==> config.mk <==
export PLATFORM = sky130hd
export DESIGN_NAME = ext_mem_arbiter
export DESIGN_NICKNAME = d
export VERILOG_FILES = /design/src/rtl/ext_mem_arbiter.sv
export SDC_FILE = /design/constraint.sdc
export NUM_CORES = 1
export LEC_CHECK = 0
export CORE_MARGIN = 4
export CORE_UTILIZATION = 41
export DETAILED_ROUTE_END_ITERATION = 12
export GPL_TIMING_DRIVEN = 1
export PLACE_DENSITY = 0.79
export SETUP_SLACK_MARGIN = 0.3
export SLEW_MARGIN = 20
export SYNTH_ARGS = -nofsm -noshare
export SYNTH_HDL_FRONTEND = slang
export SYNTH_SLANG_ARGS = --single-unit
==> constraint.sdc <==
create_clock -name clk -period 2.48 [get_ports clk]
set_input_delay 0.496 -clock clk [delete_from_list [all_inputs] [get_ports clk]]
set_output_delay 0.496 -clock clk [all_outputs]
set_load 0.05 [all_outputs]
==> src/rtl/ext_mem_arbiter.sv <==
// ---------------------------------------------------------------------------
// ExtMemArbiter
// Shares a single external memory bus between the fetch stage (program
// memory) and the execute stage (data memory). Addresses with a non-zero
// top nibble live on the external bus and take WAIT_CYCLES+1 bus cycles;
// everything else is internal and never stalls. While an external access
// is in flight the pipeline stage enables are throttled so the requesting
// stage waits for its data.
//
// Ports
//   clk          system clock, rising edge
//   rst          asynchronous active-high reset
//   pm_req       fetch stage requests program memory
//   pm_add       program-memory address
//   dm_req       execute stage requests data memory
//   dm_add       data-memory address
//   rwb          data access direction (1 read, 0 write)
//   ext_cs       external bus access in progress
//   ext_add      external bus address (held for the whole access)
//   ext_rwb      external bus direction (1 read, 0 write)
//   fetch_en     fetch stage advances
//   decode_en    decode stage advances
//   execute_en   execute stage advances
//   execute1_en  second execute stage advances
//   bubble       decode-to-execute register loads a NOP
// ---------------------------------------------------------------------------
module ext_mem_arbiter #(
    parameter int WAIT_CYCLES = 2
) (
    input  logic        clk,
    input  logic        rst,
    input  logic        pm_req,
    input  logic [15:0] pm_add,
    input  logic        dm_req,
    input  logic [15:0] dm_add,
    input  logic        rwb,
    output logic        ext_cs,
    output logic [15:0] ext_add,
    output logic        ext_rwb,
    output logic        fetch_en,
    output logic        decode_en,
    output logic        execute_en,
    output logic        execute1_en,
    output logic        bubble
);

    typedef enum logic [1:0] {
        IDLE    = 2'd0,
        DM_WAIT = 2'd1,
        PM_WAIT = 2'd2
    } state_t;

    localparam logic [3:0] WAIT_INIT = 4'(WAIT_CYCLES);

    state_t      state_q, state_d;
    logic [3:0]  cnt_q, cnt_d;
    logic [15:0] ext_add_q, ext_add_d;
    logic        ext_rwb_q, ext_rwb_d;

    logic dmExt;
    logic pmExt;
    logic cntZero;

    // An access is external whenever the top nibble of its address is set.
    assign dmExt   = dm_req & (dm_add[15:12] != 4'h0);
    assign pmExt   = pm_req & (pm_add[15:12] != 4'h0);
    assign cntZero = (cnt_q == 4'd0);

    // State register together with the bus-side latches. Reset is
    // asynchronous so an access in flight is dropped the moment rst rises.
    always_ff @(posedge clk or posedge rst) begin
        if (rst) begin
            state_q   <= IDLE;
            cnt_q     <= 4'd0;
            ext_add_q <= 16'h0000;
            ext_rwb_q <= 1'b1;
        end else begin
            state_q   <= state_d;
            cnt_q     <= cnt_d;
            ext_add_q <= ext_add_d;
            ext_rwb_q <= ext_rwb_d;
        end
    end

    // Next-state logic. Requests are only looked at in IDLE, so the address
    // and direction captured on entry to a WAIT state stay fixed until the
    // access finishes. Data accesses win over fetches when both arrive.
    always_comb begin
        state_d   = state_q;
        cnt_d     = cnt_q;
        ext_add_d = ext_add_q;
        ext_rwb_d = ext_rwb_q;
        case (state_q)
            IDLE: begin
                if (dmExt) begin
                    state_d   = DM_WAIT;
                    cnt_d     = WAIT_INIT;
                    ext_add_d = dm_add;
                    ext_rwb_d = rwb;
                end else if (pmExt) begin
                    state_d   = PM_WAIT;
                    cnt_d     = WAIT_INIT;
                    ext_add_d = pm_add;
                    ext_rwb_d = 1'b1;
                end
            end
            DM_WAIT, PM_WAIT: begin
                if (cntZero) begin
                    state_d = IDLE;
                end else begin
                    cnt_d = cnt_q - 4'd1;
                end
            end
            default: begin
                state_d = IDLE;
            end
        endcase
    end

    // Output logic. Everything is forced low while rst is high so the
    // pipeline freezes immediately, without waiting for a clock edge.
    // During a fetch wait the execute side keeps running on bubbles unless
    // the execute stage itself wants the (busy) external bus.
    always_comb begin
        ext_cs      = 1'b0;
        fetch_en    = 1'b0;
        decode_en   = 1'b0;
        execute_en  = 1'b0;
        execute1_en = 1'b0;
        bubble      = 1'b0;
        if (!rst) begin
            case (state_q)
                IDLE: begin
                    if (!dmExt && !pmExt) begin
                        fetch_en    = 1'b1;
                        decode_en   = 1'b1;
                        execute_en  = 1'b1;
                        execute1_en = 1'b1;
                    end
                end
                DM_WAIT: begin
                    ext_cs = 1'b1;
                    if (cntZero) begin
                        fetch_en    = 1'b1;
                        decode_en   = 1'b1;
                        execute_en  = 1'b1;
                        execute1_en = 1'b1;
                    end
                end
                PM_WAIT: begin
                    ext_cs = 1'b1;
                    if (!dmExt) begin
                        execute_en  = 1'b1;
                        execute1_en = 1'b1;
                        if (cntZero) begin
                            fetch_en  = 1'b1;
                            decode_en = 1'b1;
                        end else begin
                            bubble = 1'b1;
                        end
                    end
                end
                default: begin
                    ext_cs = 1'b0;
                end
            endcase
        end
    end

    assign ext_add = ext_add_q;
    assign ext_rwb = ext_rwb_q;

endmodule
==> results of run 1 <==
flip-flops by register name, indices dropped and copies added, names as in the netlist:
name,cells
ext_rwb,1
ext_add,16
cnt_q,4
state_q,2
placed cells by master (no fill, tap or decap), types with 2 or more instances in the layout:
master / synthesis / layout
sky130_fd_sc_hd__a21oi_1: 7 / 7
sky130_fd_sc_hd__a22oi_1: 3 / 3
sky130_fd_sc_hd__a31oi_1: 3 / 3
sky130_fd_sc_hd__buf_12: 0 / 7
sky130_fd_sc_hd__buf_2: 1 / 3
sky130_fd_sc_hd__buf_4: 5 / 23
sky130_fd_sc_hd__clkbuf_4: 0 / 3
sky130_fd_sc_hd__clkdlybuf4s15_1: 0 / 2
sky130_fd_sc_hd__clkdlybuf4s50_1: 0 / 43
sky130_fd_sc_hd__dfrtp_1: 22 / 22
sky130_fd_sc_hd__dlygate4sd2_1: 0 / 2
sky130_fd_sc_hd__ha_1: 5 / 4
sky130_fd_sc_hd__inv_1: 7 / 5
sky130_fd_sc_hd__inv_2: 0 / 2
sky130_fd_sc_hd__mux2i_1: 13 / 13
sky130_fd_sc_hd__nand2_1: 20 / 19
sky130_fd_sc_hd__nor2_1: 3 / 3
sky130_fd_sc_hd__nor2b_1: 2 / 2
sky130_fd_sc_hd__o21ai_1: 18 / 18
sky130_fd_sc_hd__o2bb2ai_1: 2 / 2
sky130_fd_sc_hd__o41ai_4: 1 / 2
worst min-delay path, cell delays in order, from the launching register on:
cell,delay (ns)
sky130_fd_sc_hd__dfstp_2,0.39
sky130_fd_sc_hd__inv_1,0.04
sky130_fd_sc_hd__a21oi_1,0.05
cell type report:
type,instances,area (µm²)
multi-input cells,96,729
well taps,44,55.1
repair buffers,83,831
flip-flops and latches,23,577
clock buffers,4,26.3
inverters,7,26.3
fillers,238,833
metal layers:
metal	vias to the layer above	GRT usage, %	share of wire [%]
met5	-	0	0
met3	4	6.76	8.6
met4	0	5.01	0.84
met1	607	20.9	39
li1	642	-	-
met2	52	33.1	52
cell families (layout without fill, tap and decap cells):
family                     after synthesis  count (layout)  synth area share [%]
DFF                                     23              23                  43.7
and+or+nand+nor                         34              34                  12.1
adders and majority gates                5               5                  4.73
buffers and inverters                   16              94                  6.63
AOI/OAI and AO/OA                       44              44                  23.0
muxes                                   13              13                  9.85
how the worst min path moves through the flow:
stage                        startpoint                   end  slack, ns  depth (start not counted)
floorplan                           rst  cnt_q[0]$_DFFE_PP0P_       0.50                          1
global placement    ext_rwb$_DFFE_PP1P_   ext_rwb$_DFFE_PP1P_       0.45                          2
detailed placement  ext_rwb$_DFFE_PP1P_   ext_rwb$_DFFE_PP1P_       0.46                          2
CTS                 ext_rwb$_DFFE_PP1P_   ext_rwb$_DFFE_PP1P_       0.47                          2
global route        ext_rwb$_DFFE_PP1P_   ext_rwb$_DFFE_PP1P_       0.50                          2
finish              ext_rwb$_DFFE_PP1P_   ext_rwb$_DFFE_PP1P_       0.47                          2
where the power goes:
| part | switching, mW | leakage (nW) | internal, mW | total [mW] |
|---|---|---|---|---|
| sequential | 0.110 | 0.283 | 0.554 | 0.663 |
| clock | 0.114 | 0.0150 | 0.0627 | 0.177 |
| combinational | 1.12 | 0.709 | 0.749 | 1.86 |
metrics by stage:
stage          total power, mW  cell area [µm²]  util [%]
2_1_floorplan             1.84             1390         -
3_3_place_gp              2.40             2140      69.5
3_5_place_dp              2.45             2140      69.5
4_1_cts                   2.67             2210      71.9
5_1_grt                   2.89             2240      72.9
6_report                  2.70             2240      72.9
repair_timing:
action / in CTS / in global routing
setup buffers: 6 / 2
hold buffers: 0 / 0
pin swaps: 7 / 4
setup endpoints to repair: 6 / 7
gates resized for setup: 29 / 4
==> results.sh, run 1 <==
export IMPL_path_buf_inv=2
export IMPL_reg2reg_slack_ns=0.86
export IMPL_initial_core_util_pct=42.9
export IMPL_required_ns=1.98
export IMPL_port_buffers=59
export IMPL_finalSetupViolations=0
export IMPL_largest_fanout_on_the_critical_path=3
export IMPL_clock_sink_total=23
export IMPL_chain_of_cells_forming_the_critical_path="inv_2, ha_4, or3b_4, o21a_1, nor3_4, buf_12"
export IMPL_die_height_um=64.8
export IMPL_async_reset_ff_share_pct=100
export IMPL_arrival_ns=1.93
export IMPL_syn_inst=135
export IMPL_synth_commonest_cells="sky130_fd_sc_hd__dfrtp_1 (22), sky130_fd_sc_hd__nand2_1 (20), sky130_fd_sc_hd__o21ai_1 (18)"
export IMPL_largest_cells_by_area_after_synthesis="sky130_fd_sc_hd__dfrtp_1 (42%), sky130_fd_sc_hd__mux2i_1 (9.8%), sky130_fd_sc_hd__o21ai_1 (6.8%)"
export IMPL_grt_antenna_before_repair=0
export IMPL_rr_endpoint="ext_add[13]$_DFFE_PP0P_"
export IMPL_final_antenna_diode_count=0
export IMPL_cell_taking_the_most_area_after_synthesis="sky130_fd_sc_hd__dfrtp_1"
export IMPL_fmaxAchievable_mhz=411
export IMPL_fin_setup_tns_ns=0
export IMPL_grt_total_usage_pct=18.6
export IMPL_ys_warn_count=0
export IMPL_drtIter0Drc=49
export IMPL_prevailing_post_synth_register_cell="sky130_fd_sc_hd__dfrtp_1"
export IMPL_detail_route_vias_per_cell=5.08
export IMPL_synthesis_area_um2=1320
export IMPL_timing_critical_path_to_type="output pin"
export IMPL_clock_insertion_delay_worst_skew_ns=0.31
export IMPL_routed_wirelength_um=3690
export IMPL_netlist_area_leader_share_pct=41.7
export IMPL_area_delta_synth_final_pct=69.9
export IMPL_cp_endpoint="fetch_en"
export IMPL_worst_setup_path_start_kind="flop"
export IMPL_status="completed"
export IMPL_nets=256
export IMPL_grt_pass1_wl_um=6120
export IMPL_yosys_cell_types_count=34
export IMPL_tritoncts_clock_tree="done"
export IMPL_final_hold_violation_count=0
export IMPL_final_max_tran_viols=0
export IMPL_cts_root_buf="sky130_fd_sc_hd__clkbuf_4"
export IMPL_core_region_area_um2=3080
export IMPL_detail_route_first_pass_iterations=4
export IMPL_ir_worst_vdd_mv=0.650
export IMPL_rsz0062_at_grt="yes"
export IMPL_max_cap_violations=0
export IMPL_crit_path_max_delay_cell_type="sky130_fd_sc_hd__dfrtp_1"
export IMPL_postSynthAreaPerCell_um2=9.79
export IMPL_dieArea_um2=4190
export IMPL_r2r_cells=7
export IMPL_clk_path_buf_depth=2
export IMPL_clock_skew_ns=0.00199
export IMPL_fp_dieW_um=64.8
export IMPL_cpPeakStageDelay_ns=0.43
export IMPL_static_leakage_power_nw=1.01
export IMPL_power_per_cell_area_nw_per_um2=1200
export IMPL_synthesis_nets=177
export IMPL_worst_slew_pin_slew_ns=0.527
export IMPL_grt_overflow_total=0
export IMPL_layout_drive_gt1_share_pct=24.4
export IMPL_worstSetupPathType="flop to output pin"
export IMPL_yosys_register_bits=23
export IMPL_stages_on_the_worst_setup_path=6
export IMPL_fp_row_count=20
export IMPL_fin_hold_ws_ns=0.471
export IMPL_via_count_of_the_first_global_routing_pass=1351
export IMPL_grt_start_max_net_pins=29
export IMPL_hpwlAfterDp_um=2840
export IMPL_hold_path_class="flop to flop"
export IMPL_wl_per_cell_um=14.4
export IMPL_cell_count_post_placement=245
export IMPL_synth_seq_area_share_pct=43.7
export IMPL_clk_pin_slew_worst_paths_ns=0.13
export IMPL_timing_max_slew_rel_slack_pct=64.7
export IMPL_route_vias_total=1305
export IMPL_finalWeightedCongestion=0.810
export IMPL_synth_edff_count=0
export IMPL_post_layout_nonfiller_instances=257
export IMPL_io_pins=60
export IMPL_setup_slack_ns=0.0491
export IMPL_critPathLaunch="cnt_q[1]$_DFFE_PP0P_"
export IMPL_yosys_cell_count_top_type="sky130_fd_sc_hd__dfrtp_1"
export IMPL_drcViolationCount=0
export IMPL_clock_tree_htree_level_count=1
export IMPL_detail_route_antenna_nets=0
export IMPL_dp_slack_ns=-0.290
export IMPL_finalCritPeriodShare_pct=98.0
export IMPL_r2r_start="state_q[0]$_DFFE_PP0P_"
export IMPL_timing_critical_path_max_delay_family="simple AND/OR/NAND/NOR gates"
export IMPL_number_of_cts_inserted_buffers=3
export IMPL_final_period_minus_worst_setup_slack_ns=2.43
No activity file was read; power rests on OpenSTA's default activity.
==> inputs of run 2 (changes only) <==
Settings changed: CORE_UTILIZATION 41 to 44, PLACE_DENSITY 0.79 to 0.84.
Clock period 2.48 ns to 2.8 ns, I/O delays scaled along.
==> run 2 against run 1 <==
  * Clock skew up 0.010 ns
  * Final cell count down 8.2%
  * Global-route usage up 4.3 points
  * Via count up 1.4%
  * Utilization up 4.8 points
  * Sequential share of layout area up 0.81 points
  * Clock power down 8%
  * Critical path type unchanged
  * Worst hold slack better by 0.0031 ns
  * Largest power group unchanged
  * Routed wire length up 14%
==> results.sh, run 2 (synthesized netlist as in run 1, its figures left out) <==
export IMPL_dp_slack_ns=-0.166
export IMPL_power_per_cell_area_nw_per_um2=1100
export IMPL_arrival_ns=2.02
export IMPL_clock_tree_htree_level_count=1
export IMPL_drcViolationCount=0
export IMPL_final_antenna_diode_count=0
export IMPL_hpwlAfterDp_um=3070
export IMPL_fp_dieW_um=62.8
export IMPL_detail_route_vias_per_cell=5.61
export IMPL_routed_wirelength_um=4200
export IMPL_grt_antenna_before_repair=0
export IMPL_port_buffers=59
export IMPL_area_post_placement_um2=2070
export IMPL_fmaxAchievable_mhz=388
export IMPL_layout_drive_gt1_share_pct=23.9
export IMPL_timing_hold_worst_start="ext_rwb$_DFFE_PP1P_"
export IMPL_via_count_of_the_first_global_routing_pass=1441
export IMPL_dieArea_um2=3940
export IMPL_final_hold_violation_count=0
export IMPL_grt_start_max_net_pins=28
export IMPL_wl_per_cell_um=17.8
export IMPL_r2r_cells=6
export IMPL_timing_max_slew_rel_slack_pct=64.2
export IMPL_area_delta_synth_final_pct=65.1
export IMPL_tritoncts_clock_tree="done"
export IMPL_number_of_cts_inserted_buffers=3
export IMPL_most_common_cell_after_layout_fill_and_taps_aside="sky130_fd_sc_hd__clkdlybuf4s50_1"
export IMPL_finalSetupViolations=0
export IMPL_most_common_layout_cells="sky130_fd_sc_hd__clkdlybuf4s50_1 (44), sky130_fd_sc_hd__dfrtp_1 (21), sky130_fd_sc_hd__nand2_1 (19)"
export IMPL_worst_setup_path_start_kind="flop"
export IMPL_cts_hold_buffers_added=0
export IMPL_rsz0062_at_grt="yes"
export IMPL_nets=248
export IMPL_fp_row_count=19
export IMPL_largest_fanout_on_the_critical_path=4
export IMPL_max_cap_violations=0
export IMPL_hold_path_class="flop to flop"
export IMPL_grt_overflow_total=0
export IMPL_final_area_um2=2180
export IMPL_clock_insertion_delay_worst_skew_ns=0.32
export IMPL_hold_path_depth=2
export IMPL_worst_slew_pin_slew_ns=0.536
export IMPL_final_max_tran_viols=0
export IMPL_io_pins=60
export IMPL_static_leakage_power_nw=0.965
export IMPL_grt_total_usage_pct=22.9
export IMPL_clock_sink_total=23
export IMPL_clk_pin_slew_worst_paths_ns=0.13
export IMPL_worstSetupPathType="flop to output pin"
export IMPL_grt_pass1_wl_um=7130
export IMPL_finalWeightedCongestion=0.756
export IMPL_route_vias_total=1323
export IMPL_ir_worst_vdd_mv=0.793
export IMPL_timing_critical_path_to_type="output pin"
export IMPL_cts_root_buf="sky130_fd_sc_hd__clkbuf_4"
export IMPL_detail_route_first_pass_iterations=4
export IMPL_flip_flop_count_of_the_largest_register_after_layout=16
export IMPL_drtIter0Drc=83
export IMPL_setup_slack_ns=0.221
export IMPL_clock_skew_ns=0.0121
export IMPL_detail_route_antenna_nets=0
export IMPL_core_region_area_um2=2810
export IMPL_clk_path_buf_depth=2
export IMPL_required_ns=2.24
export IMPL_finalCritPeriodShare_pct=92.1
export IMPL_final_period_minus_worst_setup_slack_ns=2.58
export IMPL_critPathLaunch="cnt_q[1]$_DFFE_PP0P_"
export IMPL_r2r_start="cnt_q[1]$_DFFE_PP0P_"
export IMPL_die_height_um=62.8
export IMPL_status="completed"
export IMPL_initial_core_util_pct=47.1
==> run 2: path summary, 6_finish.rpt <==
check,to,slack [ns]
setup / recovery,decode_en,0.22
hold / removal,ext_rwb$_DFFE_PP1P_,0.47
setup reg to reg,cnt_q[1]$_DFFE_PP0P_,1.14
hold reg to reg,ext_rwb$_DFFE_PP1P_,0.47
max in group asynchronous,ext_add[6]$_DFFE_PP0P_,1.52
min in group asynchronous,ext_add[13]$_DFFE_PP0P_,0.75
==> run 2: final cells by class <==
| class | count | area (µm²) |
|---|---|---|
| clock buffer | 3 | 22.5 |
| timing repair buffer | 75 | 766 |
| sequential | 23 | 578 |
| tap | 31 | 38.8 |
| inverter | 7 | 26.3 |
| fill | 187 | 624 |
| multi-input combinational | 96 | 742 |
| clock inverter | 1 | 7.51 |
==> run 2: metal layers <==
layer  wire (µm)  GRT usage (%)
met1        1560           24.6
met5           0              0
met4         130           10.7
met2        2320           43.1
met3         197           3.78
==> run 2: critical path, cell delays in order, from the launching register on <==
cell and delay [ns]:
sky130_fd_sc_hd__dfrtp_1 0.42, sky130_fd_sc_hd__inv_2 0.09, sky130_fd_sc_hd__ha_4 0.14, sky130_fd_sc_hd__or3b_4 0.38, sky130_fd_sc_hd__o21a_1 0.21, sky130_fd_sc_hd__nor3_4 0.29
sky130_fd_sc_hd__buf_12 0.18
==> run 2: what timing repair did <==
item | 4_1_cts | 5_1_grt
buffers inserted | 5 | 1
setup endpoints to repair | 5 | 4
resized for setup | 40 | 5
pin swaps | 7 | 5
==> run 2: power by group <==
| part | switching, mW | leakage (nW) | internal, mW |
|---|---|---|---|
| logic | 1.01 | 0.670 | 0.643 |
| registers | 0.0974 | 0.282 | 0.492 |
| clock network | 0.108 | 0.0139 | 0.0545 |
| total | 1.22 | 0.965 | 1.19 |
==> run 2: through the flow <==
stage | TNS (ns) | power, mW | utilization (%) | instances | hold slack [ns]
after CTS | 0 | 2.36 | 77.0 | 235 | 0.471
after global placement | -0.464 | 2.07 | 73.8 | 226 | 0.450
after global routing | 0 | 2.56 | 77.7 | 236 | 0.500
final | 0 | 2.41 | 77.7 | 236 | 0.474
after detailed placement | -0.614 | 2.13 | 73.8 | 226 | 0.451
after floorplan | 0 | 1.64 | - | 135 | 0.539
